## src/rtl/rr_channel_mux.sv

```systemverilog
// N-channel registered mux with valid/ready on every input and on the output.
// Fixed-select or round-robin arbitration; counts completed output handshakes.
module rr_channel_mux #(
  parameter int WIDTH    = 32,
  parameter int CHANNELS = 4,
  parameter int SEL_W    = 2
) (
  input  logic                      clk,
  input  logic                      reset,
  input  logic                      mode,
  input  logic [SEL_W-1:0]          sel,
  input  logic [CHANNELS*WIDTH-1:0] in_data,
  input  logic [CHANNELS-1:0]       in_valid,
  output logic [CHANNELS-1:0]       in_ready,
  output logic [WIDTH-1:0]          out_data,
  output logic [SEL_W-1:0]          out_chan,
  output logic                      out_valid,
  input  logic                      out_ready,
  output logic [15:0]               xfer_count
);

  logic [WIDTH-1:0]    r_data;
  logic [SEL_W-1:0]    r_chan;
  logic                r_valid;
  logic [SEL_W-1:0]    r_ptr;
  logic [15:0]         r_cnt;

  logic                w_load_en;
  logic                w_gnt_vld;
  logic [SEL_W-1:0]    w_gnt;
  logic [SEL_W:0]      w_sum;
  logic [CHANNELS-1:0] w_rdy;
  logic                w_xfer_in;
  logic                w_xfer_out;
  logic [SEL_W-1:0]    w_ptr_nxt;

  assign w_load_en  = !r_valid || out_ready;
  assign w_xfer_out = r_valid && out_ready;

  // Round-robin scan walks offsets from ptr, wrapping at CHANNELS (not 2^SEL_W).
  always_comb begin
    w_gnt_vld = 1'b0;
    w_gnt     = '0;
    w_sum     = '0;
    if (mode) begin
      for (int unsigned k = 0; k < CHANNELS; k++) begin
        w_sum = {1'b0, r_ptr} + (SEL_W+1)'(k);
        if (w_sum >= (SEL_W+1)'(CHANNELS))
          w_sum = w_sum - (SEL_W+1)'(CHANNELS);
        if (!w_gnt_vld && in_valid[w_sum[SEL_W-1:0]]) begin
          w_gnt_vld = 1'b1;
          w_gnt     = w_sum[SEL_W-1:0];
        end
      end
    end else begin
      for (int unsigned i = 0; i < CHANNELS; i++) begin
        if (sel == SEL_W'(i) && in_valid[i]) begin
          w_gnt_vld = 1'b1;
          w_gnt     = SEL_W'(i);
        end
      end
    end
  end

  always_comb begin
    w_rdy = '0;
    if (!reset && w_load_en && w_gnt_vld)
      w_rdy[w_gnt] = 1'b1;
  end

  assign w_xfer_in = |w_rdy;
  assign w_ptr_nxt = (w_gnt == SEL_W'(CHANNELS-1)) ? '0 : w_gnt + SEL_W'(1);

  always_ff @(posedge clk or posedge reset) begin
    if (reset) begin
      r_data  <= '0;
      r_chan  <= '0;
      r_valid <= 1'b0;
      r_ptr   <= '0;
      r_cnt   <= '0;
    end else begin
      if (w_xfer_in) begin
        r_data  <= in_data[w_gnt*WIDTH +: WIDTH];
        r_chan  <= w_gnt;
        r_valid <= 1'b1;
        if (mode)
          r_ptr <= w_ptr_nxt;
      end else if (w_xfer_out) begin
        r_valid <= 1'b0;
      end
      if (w_xfer_out)
        r_cnt <= r_cnt + 16'd1;
    end
  end

  assign in_ready   = w_rdy;
  assign out_data   = r_data;
  assign out_chan   = r_chan;
  assign out_valid  = r_valid;
  assign xfer_count = r_cnt;

endmodule

```

## config.mk

```make
export PLATFORM = sky130hd
export DESIGN_NAME = rr_channel_mux
export DESIGN_NICKNAME = d
export VERILOG_FILES = /design/src/rtl/rr_channel_mux.sv
export SDC_FILE = /design/constraint.sdc
export NUM_CORES = 1
export LEC_CHECK = 0
export ABC_AREA = 1
export CAP_MARGIN = 20
export CORE_MARGIN = 4
export CORE_UTILIZATION = 38
export DETAILED_ROUTE_END_ITERATION = 16
export PLACE_DENSITY = 0.9
export SYNTH_ARGS = -nofsm -noshare
export SYNTH_HDL_FRONTEND = slang
export SYNTH_SLANG_ARGS = --single-unit
export TNS_END_PERCENT = 1
```

## constraint.sdc

```tcl
create_clock -name clk -period 2.4 [get_ports clk]
set_clock_uncertainty 0.1 [all_clocks]
set_input_delay 0.48 -clock clk [delete_from_list [all_inputs] [get_ports clk]]
set_output_delay 0.48 -clock clk [all_outputs]
set_load 0.02 [all_outputs]
```

# == After elaboration in Yosys (flattened, before gate mapping) ==
# Cells that the tools add are included.
# word_totals
output_inout_bits,55
word_cells,92
ff_bits,53
inputBits,138
# classes
order_cmp,10
muxes,42
shifts,1
n_eq_ne,4
reduce_logical,21
n_addsub,9
# ops
operator,n
indexed part select 128 x 8 -> 32 bit,1
two-way mux 2 bit,16
two-way mux 1 bit,20
"adder 16 x 1 -> 16 bit, second input constant",1
"less-than comparator 2 x 3 -> 1 bit, second input constant",5
logical AND 1 bit,11
">= comparator 3 bit, second input constant",3
binary-select mux 1 bit (select 2 bit),4
"subtractor 2 x 1 -> 2 bit, second input constant",4
"adder 2 x 2 -> 3 bit, second input constant",2
"equality test 2 bit, second input constant",3
zero test 1 bit,5
two-way mux 4 bit,1
OR reduction 4 bit,1
"adder 2 x 1 -> 3 bit, second input constant",1
">= comparator 2 x 3 -> 1 bit, second input constant",1
"adder 2 x 1 -> 2 bit, second input constant",1
demux 1 bit (select 2 bit),1
"equality test 2 x 1 -> 1 bit, second input constant",1
">= comparator 2 x 1 -> 1 bit, second input constant",1
zero test 2 bit,1
AND reduction 2 bit,1
nonzero test 2 bit,1
logical OR 1 bit,1

# == Logic depth before layout (Yosys ltp) ==
# Gate-level depths: netlist of the first run.
# logic_depth
depth_word,26
ltp_mapped,21
depth_no_buf,17

# == Least setup slack after synthesis of the first run ==
# OpenSTA, ideal clock, no wires.
# synth_path
path_kind,register to output
start,register r_ptr[0]
end,output port in_ready[0]
n_path_buf,3
slack_ns,-0.206
stages_incl_launch_ff,15
required_ns,1.820
arrival_time_ns,2.026
cell_sequence,dfrtp_1 -> buf_4 -> nand2_1 -> nand3_1 -> nand2_2 -> inv_2 -> nand3_1 -> nand2_1 -> nor2_1 -> nand3_1 -> nand2_1 -> buf_4 -> buf_6 -> inv_1 -> nor3_1
# synth_via
elab_chain_len,24
elab_cells_between_ends,53
cone_classes,add/sub (7); order compare (6); mux (32); reduce/logical (8)
# synth_rtl
element,line,source
start: declaration,25,logic [SEL_W-1:0] r_ptr;
start signal: assignment,87,r_ptr <= w_ptr_nxt;
>= comparator 2 x 3 -> 1 bit or subtractor 2 x 1 -> 2 bit (tied branches),"48, 49",
two-way mux 2 bit,48,if (w_sum >= (SEL_W+1)'(CHANNELS))
two-way mux 2 bit,45,if (mode) begin
binary-select mux 1 bit (select 2 bit),50,if (!w_gnt_vld && in_valid[w_sum[SEL_W-1:0]]) begin
two-way mux 1 bit (not written as such),50,
two-way mux 1 bit,50,
two-way mux 1 bit,45,
zero test 1 bit,50,
[8 not listed],--,
logical AND 1 bit,50,
two-way mux 2 bit,50,
two-way mux 2 bit,45,
less-than comparator 2 x 3 -> 1 bit (not written as such) or >= comparator 2 x 1 -> 1 bit (tied branches),68,w_rdy[w_gnt] = 1'b1;
logical AND 1 bit (not written as such),68,
two-way mux 1 bit (not written as such),68,
demux 1 bit (select 2 bit),68,
two-way mux 4 bit *,67,if (!reset && w_load_en && w_gnt_vld)
end: declaration,14,"output logic [CHANNELS-1:0] in_ready,"
# Every way passes the cells marked *; elsewhere a longest branch is shown, timed or not. The select of a mux whose other input is x is not followed.

# == Final worst setup path of the first run ==
# Same ends and word-level chain as after synthesis.

==> summary.txt, run 1 <==
Critical path
  • CP max stage delay: 0.48 ns
  • Required @ worst endpoint: 1.82 ns
  • Crit path buf inv count: 5
  • Crit end category: output port
  • Worst Path Max Fanout: 7
  • Worst reg2reg setup slack: -0.26 ns
  • Critical Path, Cell by Cell: buf_6 > nand2_4 > nand3_4 > nand2_4 > inv_2 > nand3_2 > nand2_2 > nor2_4 > nand3_2 > nand2_2 > inv_2 > buf_4 > nor3_4 > buf_6
  • Crit path kind: reg -> out
  • Slowest cell on crit path: dfrtp_2
  • Top delay family on crit path: simple AND/OR/NAND/NOR gates
  • Worst setup SP type: flip-flop
  • Crit path DAT: 2.18 ns

Global route
  • Gr busiest metal: met2
  • Met2 usage: 37.5%
  • First-pass GRT wire length: between 20000 and 25000 um
  • Initial antenna violation count: 0
  • Largest net degree at the start of global routing: 65
  • Met1 Use GR: 26.7%
  • GRT Total Usage: 21.7%
  • Vias in the first global route: 4529
  • Met3 usage: 5.07%
  • Grt ovf: 0

Clocking
  • CTS tree: done
  • Clock Tree Root: clkbuf_8
  • Hold_buf cts: 0
  • Num CTS Buffers: 5
  • Clock buffer depth: 2
  • H-tree depth: 2
  • Clock-pin slew on the worst setup and hold paths: 0.10 ns
  • Clock latency on the worst-skew pair: approximately 0.31 ns
  • Sink Count: 53

Yosys
  • Post-synthesis net count: 775
  • Most common cell in the netlist: nand2_1
  • Synth top cells by count: nand2_1 (314), nand3_1 (80), inv_1 (63)
  • Post-synth EDFFs: 0
  • Mapped Area: 3970 sq um
  • Yosys reg bits: 53
  • Synth unique cells: 28
  • Post-synth top area share: 33.4%
  • Leading area contributor after synthesis: dfrtp_1
  • Sequential element share of the synthesized area: 33.4%
  • FFs w/ async S/R, synth: 100%
  • Main flop type after synthesis: dfrtp_1
  • Largest cells by area after synthesis: dfrtp_1 (33%), nand2_1 (30%), nand3_1 (10%), nand3b_1 (6.2%), inv_1 (6.0%)
  • Syn_area_per_cell: 6.25 sq um
  • Post-Synthesis Cells: 635
  • Yosys warning count: 0

Floorplan
  • Chip Height: 110 um
  • Initial Util: 38.8%
  • Rows: 37
  • Die width: 110 um
  • Core ar.: 10200 sq um
  • # IOs: 193
  • Die ar.: ~12000 sq um

Timing
  • Final Hold Viols: 0
  • Final Max Tran Viols: 0
  • Slew Limit Headroom: 71.8%
  • Part of the cycle the worst path needs: 115%
  • Worst slew pin tran: 0.422 ns
  • Post-route worst setup slack: -0.360 ns
  • Final setup fails: 41
  • Max Clk Rate: 362 MHz
  • Final TNS setup: -10.04 ns
  • RSZ-0062 raised after global routing: true
  • Final min period: 2.76 ns

Place
  • Pre-CTS WS: -0.959 ns
  • Post-placement cell count: 969
  • GPL Wtd Cong: 0.891
  • IO buf count: 192
  • Detailed Place HPWL: between 10000 and 15000 um

Route
  • Total Wirelength: ~14000 um
  • Iteration-0 DRC Markers: 277
  • Via Count: 4765
  • Routed length per instance: 14.1 um
  • Via/cell ratio: 4.81
  • DRC viols: 0
  • Drt first pass iters: 4
  • ANT nets after route: 0

Layout
  • Fraction of layout cells with a size suffix above 1: 13.9%
  • Non-filler cells in the finished layout: 991
  • Ant. Diodes: 0
  • Area Overhead vs Synth: 67.7%
  • Nets: between 900 and 1k

Power
  • Power per Cell Area: 978 nW/um^2
  • Maximum vdd drop: between 0.0009 and 0.001 V
  • LEAKAGE: 3.47 nW

Hold path
  • Hold WC Path Type: in -> async

Flow run
  • Number of max-cap violations: 0

Status
  • Failing checks: negative setup slack
  • Status: complete, but fails checks
==> power breakdown <==
group / leakage, nW / total [mW] / internal, mW / switching (mW)
Combinational: 2.76 / 4.42 / 1.91 / 2.51
Clock: 0.0585 / 0.625 / 0.313 / 0.311
Sequential: 0.655 / 1.47 / 1.23 / 0.234
==> final timing paths <==
path | end | cells after the start | startpoint
worst max-delay path | in_ready[0] | 14 | r_ptr[0]
worst min-delay path | xfer_count[14] | 2 | reset
worst max register to register | out_data[22] | 16 | r_ptr[0]
worst min register to register | out_data[11] | 2 | out_data[11]
max in group asynchronous | out_data[8] | 3 | reset
min in group clk | out_data[11] | 2 | out_data[11]
==> cells by family after synthesis <==
logic type | share of synthesized area, %
compound gates | 1.35
flops | 33.4
buf+inv | 12.0
xor+xnor | 2.87
fa+ha+maj | 0.630
simple gates | 49.7
==> worst reg2reg max path, stage by stage, from the launching register on <==
cell and delay [ns]:
dfrtp_2 0.47, buf_6 0.18, nand2_2 0.06, nand2_2 0.08
nand2_2 0.09, nand2_4 0.09, nor2_4 0.05, nand2_2 0.10
nor2_4 0.05, o21ai_4 0.17, buf_4 0.41, nand2_1 0.18
nand3_2 0.18, inv_2 0.09, buf_12 0.16, nand2_1 0.07
nand2_1 0.05
==> stage by stage <==
| step | cell area [sq um] | hold slack [ns] | utilization (%) | total power [mW] |
|---|---|---|---|---|
| 6_report | 6660 | 0.353 | 65.1 | 6.52 |
| 5_1_grt | 6660 | 0.358 | 65.1 | 7.05 |
| 4_1_cts | 6500 | 0.343 | 63.5 | 6.27 |
| 3_5_place_dp | 6240 | 0.364 | 61.0 | 5.42 |
| 3_3_place_gp | 6240 | 0.361 | 61.0 | 5.36 |
| 2_1_floorplan | 3980 | 0.436 | - | 3.83 |
==> cell usage in the layout (no fill, tap or decap), types with 3 or more instances in the layout <==
| cell | count |
|---|---|
| nand2_2 | 12 |
| dfrtp_1 | 52 |
| nand3_2 | 7 |
| clkbuf_8 | 6 |
| xnor2_1 | 4 |
| buf_4 | 48 |
| inv_2 | 9 |
| nand2_1 | 298 |
| clkdlybuf4s50_1 | 184 |
| nand3_1 | 72 |
| xor2_1 | 9 |
| dlygate4sd2_1 | 4 |
| nand3b_1 | 33 |
| nand3_4 | 3 |
| nor2_4 | 3 |
| inv_1 | 57 |
| nor3_1 | 3 |
| nand2_4 | 5 |
| nor2_1 | 10 |
| buf_12 | 6 |
| buf_6 | 4 |
==> state kept, by name, summed over array words and instances (netlist names) <==
name and cells:
r_ptr 2, out_valid 1, xfer_count 16, out_data 32, out_chan 2
==> routing by layer <==
metal / wire length, um / part of all wire [%]
met3: 1290 / 9.2
met4: 379 / 2.7
met1: 5570 / 40
met2: 6750 / 48
met5: 0 / 0
==> repair_timing <==
action | 4_1_cts | 5_1_grt
cloned | 0 | 1
endpoints found under the setup margin | 41 | 43
pin swaps | 12 | 16
buffers inserted | 11 | 2
gates resized for setup | 50 | 29
==> final cells by class <==
| type | count | area, sq um |
|---|---|---|
| fill | 869 | 3570 |
| timing repair inverter | 1 | 5.00 |
| clock inverter | 3 | 43.8 |
| multi-input combinational | 478 | 2360 |
| inverter | 68 | 263 |
| clock buffer | 5 | 68.8 |
| timing repair buffer | 247 | 2420 |
| sequential | 53 | 1330 |
| tap | 136 | 170 |
Note: power is estimated with default switching activity, not from simulation.
==> run 2: changes to the inputs <==
Settings changed: CORE_ASPECT_RATIO from default to 1.5, GPL_ROUTABILITY_DRIVEN from default to 0.
==> run 2 against run 1 <==
Effect of this change:
- the run still ends with negative setup slack left
- setup slack improved by 0.0022 ns
- clock-buffer cell count up 1
- combinational power down 5.4%
- first-iteration DRC count down 30%
- final area fell by 1.1%
- largest power group unchanged
==> summary.txt, run 2 (synthesized netlist as in run 1, its figures left out) <==
Critical path
  • Crit path buf inv count: 5 (unchanged)
  • Top delay family on crit path: simple AND/OR/NAND/NOR gates
  • CP max stage delay: 0.50 ns (+0.02 ns)
  • Worst Path Max Fanout: 8 (+1)
  • Required @ worst endpoint: 1.82 ns (about the same)
  • Worst reg2reg setup slack: -0.22 ns (+0.04 ns)
  • Crit path kind: reg -> out
  • WP depth: 15 (+1)
  • Crit path top cell by count: nand2_4
  • Crit Reg-Reg Startpoint: r_ptr[0]
  • Critical Path Source: r_ptr[0]
  • Critical path endpoint: in_ready[3]
  • Slowest cell on crit path: dfrtp_2
  • R2R Path End: out_data[20]
  • Critical Path, Cell by Cell: inv_4 > nand2_1 > nand3_2 > nand2_4 > buf_4 > nand2_1 > nand2_2 > nor2_2 > nand3_2 > nand2_4 > inv_4 > ha_4 > nand2_4 > inv_2 > buf_6
  • FF-to-FF path depth: 16 (unchanged)
  • Worst setup SP type: flip-flop
  • Crit path DAT: 2.18 ns (about the same)
  • Crit end category: output port

Clocking
  • Clock latency on the worst-skew pair: 0.28 ns (-0.03 ns)
  • Clock-pin slew on the worst setup and hold paths: 0.07 ns (-0.03 ns)
  • CTS tree: done
  • Sink Count: 53 (unchanged)
  • H-tree depth: 2 (unchanged)
  • Clock buffer depth: 2 (unchanged)
  • Clock Tree Root: clkbuf_16
  • Num CTS Buffers: 5 (unchanged)

Timing
  • Final Max Tran Viols: 0 (unchanged)
  • Worst slew pin tran: 0.688 ns (+0.265 ns)
  • Max Clk Rate: 363 MHz (about the same)
  • Post-route worst setup slack: -0.358 ns (+0.00219 ns)
  • Slew Limit Headroom: 54.2% (-18 points)
  • Fin Hold WS: 0.372 ns (+0.0192 ns)
  • Final Hold Viols: 0 (unchanged)
  • Final min period: 2.76 ns (-0.00219 ns)
  • Part of the cycle the worst path needs: 115% (about the same)
  • RSZ-0062 raised after global routing: true
  • Final setup fails: 41 (unchanged)

Layout
  • Max FFs per register: 32 (unchanged)
  • Nets: 992 (-0.20%)
  • Commonest non-fill, non-tap cell in the layout: nand2_1
  • Ant. Diodes: 0 (unchanged)
  • Commonest non-fill, non-tap cells in the layout: nand2_1 (304), clkdlybuf4s50_1 (184), nand3_1 (74)
  • Fin util: 64.6% (-0.44 points)
  • Fraction of layout cells with a size suffix above 1: 12.7% (-1.3 points)
  • Fillers: 848 (-2.4%)
  • Area Overhead vs Synth: 65.9%

Place
  • Detailed Place HPWL: 9890 um (-1.8%)
  • IO buf count: 192 (unchanged)
  • Pre-CTS WS: -1.02 ns (-0.0621 ns)

Global route
  • Largest net degree at the start of global routing: 65 (unchanged)
  • First-pass GRT wire length: 21200 um (+0.17%)
  • Vias in the first global route: 4558 (+0.64%)
  • GRT Total Usage: 21.0% (-0.65 points)
  • Grt ovf: 0 (unchanged)
  • Initial antenna violation count: 0 (unchanged)

Flow run
  • Number of max-cap violations: 0 (unchanged)

Floorplan
  • Initial Util: 39.0% (+0.15 points)
  • # IOs: 193 (unchanged)
  • Chip Height: 133 um (+21%)
  • Rows: 45 (+22%)
  • Die ar.: 12200 sq um (+0.28%)
  • Die width: 91.5 um (-17%)
  • Core ar.: 10200 sq um (-0.39%)

Power
  • Maximum vdd drop: 0.00101 V (+11%)
  • Tot Pwr: 6.37 mW (-2.3%)
  • Power per Cell Area: 966 nW/um^2 (-1.2%)
  • LEAKAGE: 3.44 nW (-1.0%)

Route
  • Routed length per instance: 13.5 um (-4.1%)
  • Via/cell ratio: 4.75 (-1.2%)
  • DRC viols: 0 (unchanged)
  • Iteration-0 DRC Markers: 194 (-30%)
  • ANT nets after route: 0 (unchanged)
  • Via Count: 4721 (-0.92%)
  • Total Wirelength: 13500 um (-3.8%)
  • Drt first pass iters: 4 (unchanged)

Status
  • Failing checks: negative setup slack
  • Status: complete, but fails checks

Hold path
  • Hold WC Path Type: reg -> reg
  • Worst Hold Launch: xfer_count[15]
-- run 2: cell types whose count changed in the layout (fill, tap and decap cells not counted), sizes merged --
cell,before,now
bufinv,1,0
clkinv,3,0
buf,58,57
clkinvlp,0,3
-- run 2: area by class of cell --
class	count	area [sq um]	area share, %
Clock buffer	6	129	1.96
Clock inverter	2	15.0	0.228
Inverter	68	263	3.99
Multi-Input combinational cell	478	2300	35.0
Sequential cell	53	1330	20.2
Tap cell	141	176	2.68
Timing Repair Buffer	245	2360	35.9
Timing Repair inverter	1	7.51	0.114
-- run 2: report_power, final --
part	internal, mW	total, mW	switching, mW
combinational	1.79	4.18	2.39
clock	0.388	0.713	0.325
sequential	1.24	1.47	0.237
total	3.42	6.37	2.95
-- run 2: metrics by stage --
step / cells / TNS [ns] / instance area [sq um]
2_1_floorplan: 635 / -4.52 / 3980
3_3_place_gp: 974 / -24.76 / 6230
3_5_place_dp: 974 / -27.28 / 6230
4_1_cts: 989 / -7.59 / 6510
5_1_grt: 994 / -14.71 / 6590
6_report: 994 / -8.55 / 6590
-- run 2: worst min-delay path by stage --
stage	slack, ns	cells past startpoint	to
5_1_grt	0.39	1	xfer_count[15]
3_5_place_dp	0.36	2	out_data[29]
2_1_floorplan	0.44	2	r_ptr[1]
6_report	0.37	1	xfer_count[15]
4_1_cts	0.38	1	xfer_count[15]
3_3_place_gp	0.36	2	out_data[28]
-- run 2: layer usage --
metal  GRT usage [%]  up-vias  share of wire, %  wire length (um)
li1                -     2387                 -                 -
met1            22.9     2159                37              4950
met2            41.4      151                57              7600
met3            2.94       24               4.4               587
met4            5.87        0               2.3               311
met5               0        -                 0                 0
-- run 2: repair_timing --
action                                 4_1_cts  5_1_grt
pin swaps                                   12       13
gates resized for setup                     56       12
hold buffers                                 0        0
setup endpoints to repair                   41       45
setup buffers                                6        5
endpoints found under the hold margin        0        0
gates cloned                                 1        0
==> run 3: changes to the inputs <==
Settings changed: ABC_CLOCK_PERIOD_IN_PS from default to 2400.
==> results of run 3 <==
Same layout as run 2: the final DEF is identical, and so are final timing and power.
